<file path="src/rtl/pes_fnorm.sv">
// pes_fnorm: normalizes a signed Q2.14 product to signed Q1.7 and rounds it.
//
// The working register P is shifted left until its two top bits differ, it is
// zero, or 15 shifts have been done. The upper byte of P is then rounded half
// up using bit 7. If rounding would carry past +127, the result is clamped
// and sat_flag is set. The result is held until downstream accepts it.
//
// Ports
//   clk              clock; all state changes on the rising edge
//   reset            asynchronous, active-high reset
//   product_fraction signed Q2.14 input product
//   in_valid         product_fraction is valid this cycle
//   in_ready         high only while idle, so an input can be accepted
//   norm_fraction    signed Q1.7 normalized, rounded result
//   norm_shift       number of left shifts applied (0..15)
//   zero_flag        the input product was exactly zero
//   sat_flag         rounding overflowed and the result was clamped
//   out_valid        result outputs are valid
//   out_ready        downstream accepts the result this cycle
//
// state | meaning
// IDLE  | waiting for in_valid; in_ready is high
// NORM  | shifting P left one bit per cycle until it is normalized
// ROUND | rounding P into the output registers
// HOLD  | result presented with out_valid, waiting for out_ready
module pes_fnorm (
    input  logic        clk,
    input  logic        reset,
    input  logic [15:0] product_fraction,
    input  logic        in_valid,
    output logic        in_ready,
    output logic [7:0]  norm_fraction,
    output logic [3:0]  norm_shift,
    output logic        zero_flag,
    output logic        sat_flag,
    output logic        out_valid,
    input  logic        out_ready
);

    localparam logic [1:0] ST_IDLE  = 2'd0;
    localparam logic [1:0] ST_NORM  = 2'd1;
    localparam logic [1:0] ST_ROUND = 2'd2;
    localparam logic [1:0] ST_HOLD  = 2'd3;

    logic [1:0]  state_q, state_d;
    logic [15:0] p_q, p_d;
    logic [3:0]  cnt_q, cnt_d;
    logic [7:0]  frac_q, frac_d;
    logic [3:0]  shift_q, shift_d;
    logic        zero_q, zero_d;
    logic        sat_q, sat_d;
    logic        valid_q, valid_d;

    logic        p_is_zero;
    logic        p_normalized;
    logic [7:0]  round_sum;
    logic        round_sat;

    assign p_is_zero    = (p_q == 16'h0000);
    assign p_normalized = p_is_zero || (p_q[15] != p_q[14]) || (cnt_q == 4'hF);
    // 8-bit wrap is harmless: only 0x7F + 1 can overflow for a normalized P,
    // and that case is clamped below.
    assign round_sum    = p_q[15:8] + {7'b0, p_q[7]};
    assign round_sat    = (p_q[15:8] == 8'h7F) && p_q[7];

    always_comb begin
        state_d = state_q;
        p_d     = p_q;
        cnt_d   = cnt_q;
        frac_d  = frac_q;
        shift_d = shift_q;
        zero_d  = zero_q;
        sat_d   = sat_q;
        valid_d = valid_q;
        case (state_q)
            ST_IDLE: begin
                if (in_valid) begin
                    p_d     = product_fraction;
                    cnt_d   = 4'd0;
                    state_d = ST_NORM;
                end
            end
            ST_NORM: begin
                if (p_normalized) begin
                    state_d = ST_ROUND;
                end else begin
                    p_d   = {p_q[14:0], 1'b0};
                    cnt_d = cnt_q + 4'd1;
                end
            end
            ST_ROUND: begin
                if (p_is_zero) begin
                    frac_d = 8'h00;
                end else if (round_sat) begin
                    frac_d = 8'h7F;
                end else begin
                    frac_d = round_sum;
                end
                shift_d = p_is_zero ? 4'd0 : cnt_q;
                zero_d  = p_is_zero;
                sat_d   = round_sat;
                valid_d = 1'b1;
                state_d = ST_HOLD;
            end
            ST_HOLD: begin
                if (out_ready) begin
                    valid_d = 1'b0;
                    state_d = ST_IDLE;
                end
            end
            default: begin
                valid_d = 1'b0;
                state_d = ST_IDLE;
            end
        endcase
    end

    always_ff @(posedge clk or posedge reset) begin
        if (reset) begin
            state_q <= ST_IDLE;
            p_q     <= 16'h0000;
            cnt_q   <= 4'd0;
            frac_q  <= 8'h00;
            shift_q <= 4'd0;
            zero_q  <= 1'b0;
            sat_q   <= 1'b0;
            valid_q <= 1'b0;
        end else begin
            state_q <= state_d;
            p_q     <= p_d;
            cnt_q   <= cnt_d;
            frac_q  <= frac_d;
            shift_q <= shift_d;
            zero_q  <= zero_d;
            sat_q   <= sat_d;
            valid_q <= valid_d;
        end
    end

    assign in_ready      = (state_q == ST_IDLE);
    assign norm_fraction = frac_q;
    assign norm_shift    = shift_q;
    assign zero_flag     = zero_q;
    assign sat_flag      = sat_q;
    assign out_valid     = valid_q;

endmodule
</file>
<file path="config.mk">
export PLATFORM = sky130hd
export DESIGN_NAME = pes_fnorm
export DESIGN_NICKNAME = d
export VERILOG_FILES = /design/src/rtl/pes_fnorm.sv
export SDC_FILE = /design/constraint.sdc
export NUM_CORES = 1
export LEC_CHECK = 0
export CAP_MARGIN = 30
export CORE_MARGIN = 4
export CORE_UTILIZATION = 23
export CTS_CLUSTER_SIZE = 20
export DETAILED_ROUTE_END_ITERATION = 12
export SYNTH_ARGS = -nofsm -noshare
export SYNTH_HDL_FRONTEND = slang
export SYNTH_SLANG_ARGS = --single-unit
</file>
<file path="constraint.sdc">
create_clock -name clk -period 2.4 [get_ports clk]
set_input_delay 0.24 -clock clk [delete_from_list [all_inputs] [get_ports clk]]
set_output_delay 0.24 -clock clk [all_outputs]
set_load 0.02 [all_outputs]
</file>
Yosys cells after proc, flatten, opt, wreduce, memory -nomap -nowiden

Cells that the tools add are included.

Register bits: 37
Output and inout port bits: 16

$add $sub $neg: 2
Equal/unequal tests: 10
Mux-type cells: 15
Reduce and logical (&&, ||, !) cells: 10

Operators with widths:

| cell                                                                  | count |
|---|---|
| 16-bit 2-to-1 mux                                                     | 2 |
| 16-bit one-hot mux with 2 select lines                                | 1 |
| 16-bit zero test                                                      | 1 |
| 8-bit 2-to-1 mux                                                      | 2 |
| 4-bit 2-to-1 mux                                                      | 3 |
| 8-bit by 1-bit adder with 8-bit output                                | 1 |
| 8-bit by 7-bit equality test with 1-bit output, second input constant | 1 |
| 2-bit != test, second input constant                                  | 4 |
| 2-bit one-hot mux with 4 select lines                                 | 1 |
| 4-bit one-hot mux with 2 select lines                                 | 1 |
| 2-bit 2-to-1 mux                                                      | 3 |
| 3-bit AND reduction                                                   | 2 |
| 4-bit by 1-bit adder with 4-bit output, second input constant         | 1 |
| 2-bit equality test, second input constant                            | 2 |
| 4-bit equality test, second input constant                            | 1 |
| 2-bit nonzero test                                                    | 2 |
| 2-bit by 1-bit equality test with 1-bit output, second input constant | 1 |
| 2-bit zero test                                                       | 1 |
| 1-bit logical OR                                                      | 2 |
| 1-bit one-hot mux with 2 select lines                                 | 1 |
| 2-bit AND reduction                                                   | 1 |
| 1-bit logical AND                                                     | 1 |
| 1-bit 2-to-1 mux                                                      | 1 |
| 1-bit != test                                                         | 1 |

Logic depth before layout (Yosys ltp)

Depth after elaboration: 5
Depth in mapped cells: 8
Gate-level depth less buffers: 6

Worst setup path before layout

Ideal clock, no wire load.

Path type: register to register
Start point: reg state_q[1]
End point: reg p_q[11]
Setup time: 125 ps
Arrival: 1927 ps
Required time: 2275 ps
Slack: 348 ps
Stages on the path, launching flop included: 7
Buffers on the path: 2
Clock period less this slack: 2052 ps
Path through: dfrtp_1 inv_1 ha_1 clkbuf_1 buf_1 mux2_2 mux2_4

Longest elaborated chain between the ends: 3
Elaborated cells on any way between the ends: 7
Those cells by class: eq/ne (3); mux (1); reduce/logical (3)

RTL lines:

| item                                                                                     | RTL line | RTL |
|---|---|---|
| from (decl)                                                                              | 45       | `logic [1:0] state_q, state_d;` |
| from (signal assigned)                                                                   | 129      | `state_q <= state_d;` |
| 2-bit by 1-bit equality test with 1-bit output / 2-bit zero test (equally long branches) | 75       | `case (state_q)` |
| 2-bit != test (no line) / 2-bit nonzero test (equally long branches)                     | n/a      |  |
| 3-bit AND reduction (no line)                                                            | n/a      |  |
| to (signal assigned)                                                                     | 130      | `p_q <= p_d;` |
| to (decl)                                                                                | 46       | `logic [15:0] p_q, p_d;` |

Parallel ways exist; a longest one is shown, timed or not.
A chain may end at the register's enable or synchronous reset.

Final worst setup path

Start point: reg p_q[14]
End point: reg p_q[8]

Longest elaborated chain between the ends: 5
Elaborated cells on any way between the ends: 6
Those cells by class: eq/ne (2); reduce/logical (4)

RTL lines:

| item                                                     | RTL line | RTL |
|---|---|---|
| 16-bit zero test / 1-bit != test (equally long branches) | 59, 60   |  |
| 1-bit logical OR (*) (2 in a row)                        | 60       | `assign p_normalized = p_is_zero \|\| (p_q[15] != p_q[14]) \|\| (cnt_q == 4'hF);` |
| 2-bit != test (no line) (*)                              | n/a      |  |
| 3-bit AND reduction (no line) (*)                        | n/a      |  |

Mark *: on every way between the ends. The rest lies on a longest branch, timed or not.

==> metrics.cfg <==
[status]
outcome=completed

[setup_path]
end_kind=flop
rrSetupSlack_ns=0.29
arrival_ns=2.27
r2r-start=p_q[14]
critPathLaunchType=flop
cp_max_fo=15
critPathKind=flop to flop
worstPathRequired_ns=2.56
r2r_cells=7
worstReg2RegEnd=p_q[8]

[yosys]
synth_cells=187
synth-edff-count=0
syn_nets=216
ys_ff_latch=37
syn_avg_cell_area_um2=10.9
synth_mux_area_share_pct=20.8
synthSimpleGateAreaFrac_pct=11.4
synth_fa_ha_area_share_pct=5.52
yosys.area_share.xor_xnor_pct=1.29
yosysUniqueCellTypes=37
yosysWarnings=0
synth-main-ff-cell=dfrtp_1
synth_top_family_by_area=multiplexers
syn_area_um2=2040
async_flop_share_pct=100
yosysSeqAreaShare_pct=45.4
synth-compound-area-share_pct=9.14

[floorplanning]
core_area_um2=8680
rows=34
pin_count=36
die_y_um=102
initial_core_util_pct=23.5
chipWidth_um=102
dieArea_um2=10400

[hold_path]
hold_path_class=input pin to async pin

[finish]
layout-drive-gt1-share_pct=16.6
final_nets=252
finalNonFillerCells=331
antenna_cells=0
syn_to_final_growth_pct=27.8
fin_area_um2=2610

[placed_design]
dpl_cell_area_um2=2500
placed_cells=324
hpwl_um=3300
gp_congestion=0.736
port_buffers=35

[routing]
wl_um=4330
first_iter_violations=57
drc=0
viasPerCell=4.43
routedWlPerCell_um=13.1
vias=1467
drtAntennaViolNets=0
firstDrtPassIters=4

[cts]
cts.sink_count=37
cts-root-buf=clkbuf_8
cts_resized=0
path_clk_slew_ns=0.08
clock_path_buffers=2
worstSkewPairLatency_ns=0.29
h-tree-depth=2
numCtsBuffers=5
cts_tree=built
postCtsSetupBuffers=0
hold_buffers=0

[timing]
tightest_slew_ns=0.601
final_hold_viol_count=0
setup_tns_ns=0
relSlewSlack_pct=59.9
clock_skew_ns=0.0110
period_needed_ns=2.11
rsz0062_at_grt=false
fmax_mhz=475
setup_viol=0
period_share_pct=87.7
slew_viol_final=0

[global_routing]
grt_pass1_vias=1494
grt_overflow=0
grtUsageTotal_pct=9.04
grt_max_degree=38
antenna_found_initial=0
grt_first_pass_wirelength_um=7320

[pwr]
peakVddDrop_mv=0.361
power_per_cell_area_nw_per_um2=1280
power.leakage_nw=1.11

[flow_run]
maxCapViolCount=0

==> metrics by stage <==
step	power [mW]	hold WS (ns)	utilization, %	setup slack [ns]
finish	3.33	0.357	30.0	0.294
global placement	2.81	0.481	28.8	0.376
CTS	3.39	0.372	30.0	0.287
global route	3.62	0.406	30.0	0.152
floorplan	2.39	0.330	-	0.348
detailed placement	2.86	0.478	28.8	0.303
==> synth_stat cells (3+ instances only) <==
library cell | number | share of area (%)
dfrtp_1 | 37 | 45
mux2_4 | 8 | 5.9
a21oi_1 | 5 | 1.2
mux2i_1 | 8 | 3.9
clkbuf_1 | 7 | 1.3
buf_6 | 3 | 1.7
inv_1 | 17 | 3.1
nor2_1 | 7 | 1.3
o21ai_1 | 11 | 2.7
o211ai_1 | 3 | 1.1
nand2_1 | 11 | 2.0
mux2_2 | 14 | 7.7
mux2_1 | 6 | 3.3
ha_1 | 9 | 5.5
nand3_1 | 7 | 1.7
nand4_1 | 5 | 1.5
==> cell type report <==
type                            instances  area (um2)
Inverter                               17        63.8
Clock buffer                            5        68.8
Clock inverter                          2        35.0
Tap cell                              108         135
Fill cell                             906        6070
Multi-Input combinational cell        121         983
Timing Repair Buffer                   41         395
Sequential cell                        37         926
==> metal layers <==
metal  GRT usage [%]  vias up  part of all wire (%)
met4            1.82        0                  0.58
met2            13.9       43                    46
met1            12.6      683                    47
met5               0        -                     0
li1                -      736                     -
met3            2.80        5                   5.9
==> flip-flops by register name, indices dropped and copies added (netlist names) <==
register,cells
p_q,16
out_valid,1
cnt_q,4
norm_fraction,8
state_q,2
sat_flag,1
norm_shift,4
zero_flag,1
==> worst max-delay path: stages (launching register included) <==
cell and delay (ns):
dfrtp_1 0.38, inv_1 0.09, ha_1 0.28, nand2b_1 0.15, a31oi_1 0.27, a31o_1 0.19, buf_4 0.26, mux2_1 0.35
==> how the worst max path moves through the flow <==
stage,start,to,slack [ns],depth (start not counted)
finish,p_q[14],p_q[8],0.29,7
global route,p_q[14],p_q[8],0.15,7
CTS,p_q[14],p_q[8],0.29,7
detailed placement,p_q[14],p_q[7],0.30,7
global placement,p_q[14],p_q[6],0.38,7
floorplan,state_q[1],p_q[11],0.35,6
==> layout by cell type, fill, tap and decap left out, types with 6 or more instances in the layout <==
master	Yosys	routed
mux2_2	14	14
mux2_4	8	8
nand2_1	11	11
nand3_1	7	7
dfrtp_1	37	37
inv_1	17	17
o21ai_1	11	11
mux2_1	6	6
buf_4	0	6
mux2i_1	8	8
ha_1	9	9
nor2_1	7	7
clkdlybuf4s50_1	0	35
==> kinds of logic after synthesis <==
logic type,count (synthesis)
AOI/OAI and AO/OA,30
xor gates and xnor gates,3
adders and majority gates,9
buffers and inverters,29
DFF,37
muxes,36
and+or+nand+nor,43
==> where the power goes <==
| part | internal [mW] | switching [mW] |
|---|---|---|
| sequential | 0.909 | 0.298 |
| clock | 0.302 | 0.205 |
| combinational | 0.857 | 0.764 |
No activity file was read; power rests on OpenSTA's default activity.
